### src/rtl/switch_output_arbiter.sv
// rtl/switch_output_arbiter.sv - round-robin packet arbiter with grant lock and stall watchdog
module switch_output_arbiter #(
    parameter int NUM_REQ   = 4,
    parameter int DATA_W    = 8,
    parameter int STALL_MAX = 16
) (
    input  logic                         clk,
    input  logic                         rst,
    input  logic [NUM_REQ-1:0]           req_valid,
    input  logic [NUM_REQ*DATA_W-1:0]    req_data,
    input  logic [NUM_REQ-1:0]           req_last,
    output logic [NUM_REQ-1:0]           req_ready,
    output logic                         out_valid,
    output logic [DATA_W-1:0]            out_data,
    output logic                         out_last,
    output logic [$clog2(NUM_REQ)-1:0]   out_src,
    input  logic                         out_ready,
    output logic [NUM_REQ-1:0]           grant,
    output logic                         busy,
    output logic                         stall_abort
);

    localparam int SRC_W = $clog2(NUM_REQ);
    localparam int CNT_W = $clog2(STALL_MAX + 1);

    localparam logic ST_IDLE = 1'b0;
    localparam logic ST_XFER = 1'b1;

    logic               state_q, state_d;
    logic [SRC_W-1:0]   rr_ptr_q, rr_ptr_d;
    logic [NUM_REQ-1:0] grant_q, grant_d;
    logic [SRC_W-1:0]   out_src_q, out_src_d;
    logic [CNT_W-1:0]   stall_cnt_q, stall_cnt_d;
    logic               stall_abort_q, stall_abort_d;

    logic               pick_found;
    logic [SRC_W-1:0]   pick_idx;
    logic               beat_accept;
    logic [SRC_W-1:0]   next_ptr;

    // Pass-through of the granted source; everything is zero while idle
    always_comb begin
        out_valid = 1'b0;
        out_data  = '0;
        out_last  = 1'b0;
        req_ready = '0;
        if (state_q == ST_XFER) begin
            out_valid            = req_valid[out_src_q];
            out_data             = req_data[out_src_q*DATA_W +: DATA_W];
            out_last             = req_last[out_src_q];
            req_ready[out_src_q] = out_ready;
        end
    end

    // Round-robin pick: first valid source at or after rr_ptr, wrapping
    always_comb begin
        pick_found = 1'b0;
        pick_idx   = '0;
        for (int k = 0; k < NUM_REQ; k++) begin
            if (!pick_found && req_valid[(int'(rr_ptr_q) + k) % NUM_REQ]) begin
                pick_found = 1'b1;
                pick_idx   = SRC_W'((int'(rr_ptr_q) + k) % NUM_REQ);
            end
        end
    end

    assign beat_accept = out_valid & out_ready;
    assign next_ptr    = (out_src_q == SRC_W'(NUM_REQ - 1)) ? '0 : out_src_q + 1'b1;

    // Next-state: arbitrate in IDLE, hold the lock until last beat or watchdog release
    always_comb begin
        state_d       = state_q;
        rr_ptr_d      = rr_ptr_q;
        grant_d       = grant_q;
        out_src_d     = out_src_q;
        stall_cnt_d   = stall_cnt_q;
        stall_abort_d = 1'b0;
        case (state_q)
            ST_IDLE: begin
                if (pick_found) begin
                    state_d     = ST_XFER;
                    out_src_d   = pick_idx;
                    grant_d     = NUM_REQ'(1) << pick_idx;
                    stall_cnt_d = '0;
                end
            end
            ST_XFER: begin
                if (beat_accept && out_last) begin
                    state_d     = ST_IDLE;
                    grant_d     = '0;
                    rr_ptr_d    = next_ptr;
                    stall_cnt_d = '0;
                end else if (!req_valid[out_src_q]) begin
                    if (stall_cnt_q == CNT_W'(STALL_MAX - 1)) begin
                        state_d       = ST_IDLE;
                        grant_d       = '0;
                        rr_ptr_d      = next_ptr;
                        stall_cnt_d   = '0;
                        stall_abort_d = 1'b1;
                    end else if (stall_cnt_q < CNT_W'(STALL_MAX - 1)) begin
                        stall_cnt_d = stall_cnt_q + 1'b1;
                    end
                end else begin
                    stall_cnt_d = '0;
                end
            end
            default: begin
                state_d     = ST_IDLE;
                grant_d     = '0;
                stall_cnt_d = '0;
            end
        endcase
    end

    // State registers; reset drops any packet in flight without an abort pulse
    always_ff @(posedge clk) begin
        if (rst) begin
            state_q       <= ST_IDLE;
            rr_ptr_q      <= '0;
            grant_q       <= '0;
            out_src_q     <= '0;
            stall_cnt_q   <= '0;
            stall_abort_q <= 1'b0;
        end else begin
            state_q       <= state_d;
            rr_ptr_q      <= rr_ptr_d;
            grant_q       <= grant_d;
            out_src_q     <= out_src_d;
            stall_cnt_q   <= stall_cnt_d;
            stall_abort_q <= stall_abort_d;
        end
    end

    assign grant       = grant_q;
    assign out_src     = out_src_q;
    assign busy        = (state_q == ST_XFER);
    assign stall_abort = stall_abort_q;

endmodule

### config.mk
export PLATFORM = sky130hd
export DESIGN_NAME = switch_output_arbiter
export DESIGN_NICKNAME = d
export VERILOG_FILES = /design/src/rtl/switch_output_arbiter.sv
export SDC_FILE = /design/constraint.sdc
export NUM_CORES = 1
export LEC_CHECK = 0
export BUFFER_PORTS_ARGS = -buffer_cell sky130_fd_sc_hd__clkbuf_2
export CAP_MARGIN = 20
export CELL_PAD_IN_SITES_DETAIL_PLACEMENT = 0
export CELL_PAD_IN_SITES_GLOBAL_PLACEMENT = 1
export CORE_MARGIN = 10
export CORE_UTILIZATION = 34
export CTS_CLUSTER_SIZE = 20
export DETAILED_ROUTE_END_ITERATION = 16
export HOLD_SLACK_MARGIN = 0.03
export PLACE_DENSITY = 0.84
export REMOVE_ABC_BUFFERS = 1
export SYNTH_ARGS = -nofsm -noshare
export SYNTH_HDL_FRONTEND = slang
export SYNTH_SLANG_ARGS = --single-unit
### constraint.sdc
create_clock -name clk -period 3.4 [get_ports clk]
set_clock_uncertainty 0.05 [all_clocks]
set_input_delay 0 -clock clk [delete_from_list [all_inputs] [get_ports clk]]
set_output_delay 0 -clock clk [all_outputs]
set_load 0.1 [all_outputs]
==> reports/results.txt <==
status: complete, no violations
FF-to-FF setup slack: 1.34 ns
IO buf count: 64
share of layout cells above drive strength 1: 42.86%
Total Nets Final: 238
CTS tree: done
kind of critical path: reg -> out
pwr/cell area: 371.9 nW/um^2
antenna violations before repair: 0
Hold Buf Count CTS: 0
Clock Tree Buf Depth: 2
GPL Wtd Cong: 0.9229
Core Area: 3363 um^2
f_max: 472.8 MHz
Least-Margin Pin Slew: 0.7297 ns
Die Height: 79.41 um
max-slew violations: 0
slowest CP cell: dfxtp_1
die area: 6305 um^2
post-synthesis async set-or-reset flop share: 0%
pin count of the biggest net entering global routing: 25
fin crit share: 62.21%
CP Capture Type: output pin
Setup violations, final: 0
Final ANT Viol Nets: 0
VDD IR max: 0.2438 mV
RSZ-0062 raised after global routing: no
Synth Instances: 126
DP Wirelength: 3.180 mm
pre-CTS WS: 1.338 ns
leading register cell type out of synthesis: dfxtp_1
crit path cell chain: mux4_2 -> and2_1 -> clkbuf_2
Post-route DRC: 0
WP data required: 3.35 ns
Pwr Total: 0.5876 mW
synth unique cells: 42
CP peak stage delay: 0.72 ns
fin crit period: 2.115 ns
max cap viols: 0
CTS Buf Count: 3
hold endpoint: stall_cnt_q[0]
Hold Crit Class: in -> reg
gr usage total: 11.55%
Fin. Hold Viols: 0
initial core utilization: 35.68%
WL final: 3.727 mm
first-pass GRT wire length: 6.099 mm
reg2reg start: out_src[1]
Iter 0 DRT Violations: 85
vias post-DR: 1290
vias per cell: 5.489
number of setup buffers added after CTS: 0
Pre-Repair DR Iteration Count: 4
Post-CTS Resized: 0
YS warnings: 0
FF+latch count, synth: 15
vias in the first global route: 1233
area grow syn2layout: 31.70%
Synth Area per Inst: 9.523 um^2
root buf cell: clkbuf_4
Fillers: 348
Die Width: 79.41 um
startpoint of the worst hold path: rst
CTS clk-pin slew, worst paths: 0.09 ns
Seq. cell area: 300.3 um^2
reg2reg end: grant[0]
Final Worst Setup Slack: 1.285 ns
worst r2r path cells: 4
Bufs and invs on worst path: 1
Top delay family on crit path: flip-flops
final instance area: 1580 um^2
clock sink count: 15
sequential share of the synthesized area: 25.03%
routed length per instance: 15.86 um
WHS Path Cells: 2
Worst EP arrival: 2.07 ns
Leak: 0.6984 nW
Slew headroom: 50.90%
CTS H-Tree Depth: 1
Ports: 65
cell area after synthesis: 1200 um^2
multi-input logic area: 849.6 um^2
number of antenna diodes: 0
crit start category: register
worst-skew pair later-pin latency: 0.28 ns
Post-DP Area: 1554 um^2
EDFF count, synth: 0
gr ovfl total: 0
Crit Path Max Fanout: 17
Rows: 21
total negative setup slack: 0 ns
==> layout by cell type, fill, tap and decap left out, drive strengths merged, types with 2 or more instances in the layout <==
cell type / n
a31oi: 2
a21oi: 7
o221ai: 2
o32ai: 4
o21ai: 3
o31ai: 3
ha: 5
mux2i: 2
nand4: 2
nand2b: 5
and2: 10
a21boi: 2
mux4: 9
nor2b: 3
nor4: 2
dfxtp: 15
and3: 6
clkbuf: 68
nand2: 10
inv: 5
nor3: 2
nor2: 6
==> flip-flops by register name, indices dropped and copies added (netlist names) <==
register,flops
rr_ptr_q,2
grant,4
out_src,2
busy,1
stall_abort,1
stall_cnt_q,5
==> cells by family (layout without fill, tap and decap cells) <==
family / count (synthesis) / count (layout) / share of synthesized area (%)
AOI/OAI and AO/OA: 32 / 32 / 22.00
and+or+nand+nor: 52 / 52 / 24.71
muxes: 11 / 11 / 18.87
adders and majority gates: 5 / 5 / 5.214
buffers and inverters: 11 / 74 / 4.170
DFF: 15 / 15 / 25.03
==> power breakdown <==
| group | internal, mW | leakage, nW | switching (mW) |
|---|---|---|---|
| Combinational | 0.0822 | 0.561 | 0.207 |
| Clock | 0.0455 | 0.0150 | 0.0540 |
| Sequential | 0.184 | 0.122 | 0.0155 |
| Total | 0.312 | 0.698 | 0.276 |
==> metrics by stage <==
stage,std cells,hold slack [ns],util [%]
floorplan,120,0.01886,-
global placement,231,0.3523,46.21
detailed placement,231,0.3598,46.21
CTS,235,0.05289,46.99
global route,235,0.08197,46.99
finish,235,0.06857,46.99
==> metal layers <==
layer,GRT usage [%],up-vias,part of all wire (%)
li1,-,613,-
met1,14.63,599,50
met2,18.52,76,41
met3,3.716,2,8.7
met4,2.688,0,0.24
met5,0,-,0
==> synthesized netlist by cell type, drive strengths merged (2+ instances only) <==
library cell	instances	area [um^2]
buf	3	20.01
inv	5	18.77
o21ai	3	15.01
nor2	6	30.03
nand2	10	37.54
a31oi	2	12.51
mux2i	2	20.02
a21boi	2	15.01
o31ai	3	22.52
nor3	2	10.01
nor2b	3	18.77
clkbuf	3	11.26
mux4	9	206.5
o221ai	2	17.52
o32ai	4	35.03
dfxtp	15	300.3
ha	5	62.56
and3	6	37.54
nor4	2	12.51
nand4	2	12.51
and2	10	62.56
a21oi	7	35.03
nand2b	5	31.28
==> how the worst max path moves through the flow <==
stage	cells after the start	slack, ns	startpoint	endpoint
global route	4	1.16	busy	stall_cnt_q[0]
detailed placement	4	1.34	out_src[1]	grant[0]
floorplan	4	0.52	out_src[0]	grant[0]
CTS	3	1.26	out_src[1]	out_valid
global placement	4	1.41	out_src[1]	grant[2]
finish	3	1.28	out_src[1]	out_valid
==> final cells by class <==
cell class,count,share of cell area (%)
Sequential cell,15,19.00
Clock buffer,4,1.663
Inverter,5,1.188
Tap cell,46,3.642
Timing Repair Buffer,65,20.74
Multi-Input combinational cell,100,53.76
Note: power is estimated with default switching activity, not from simulation.
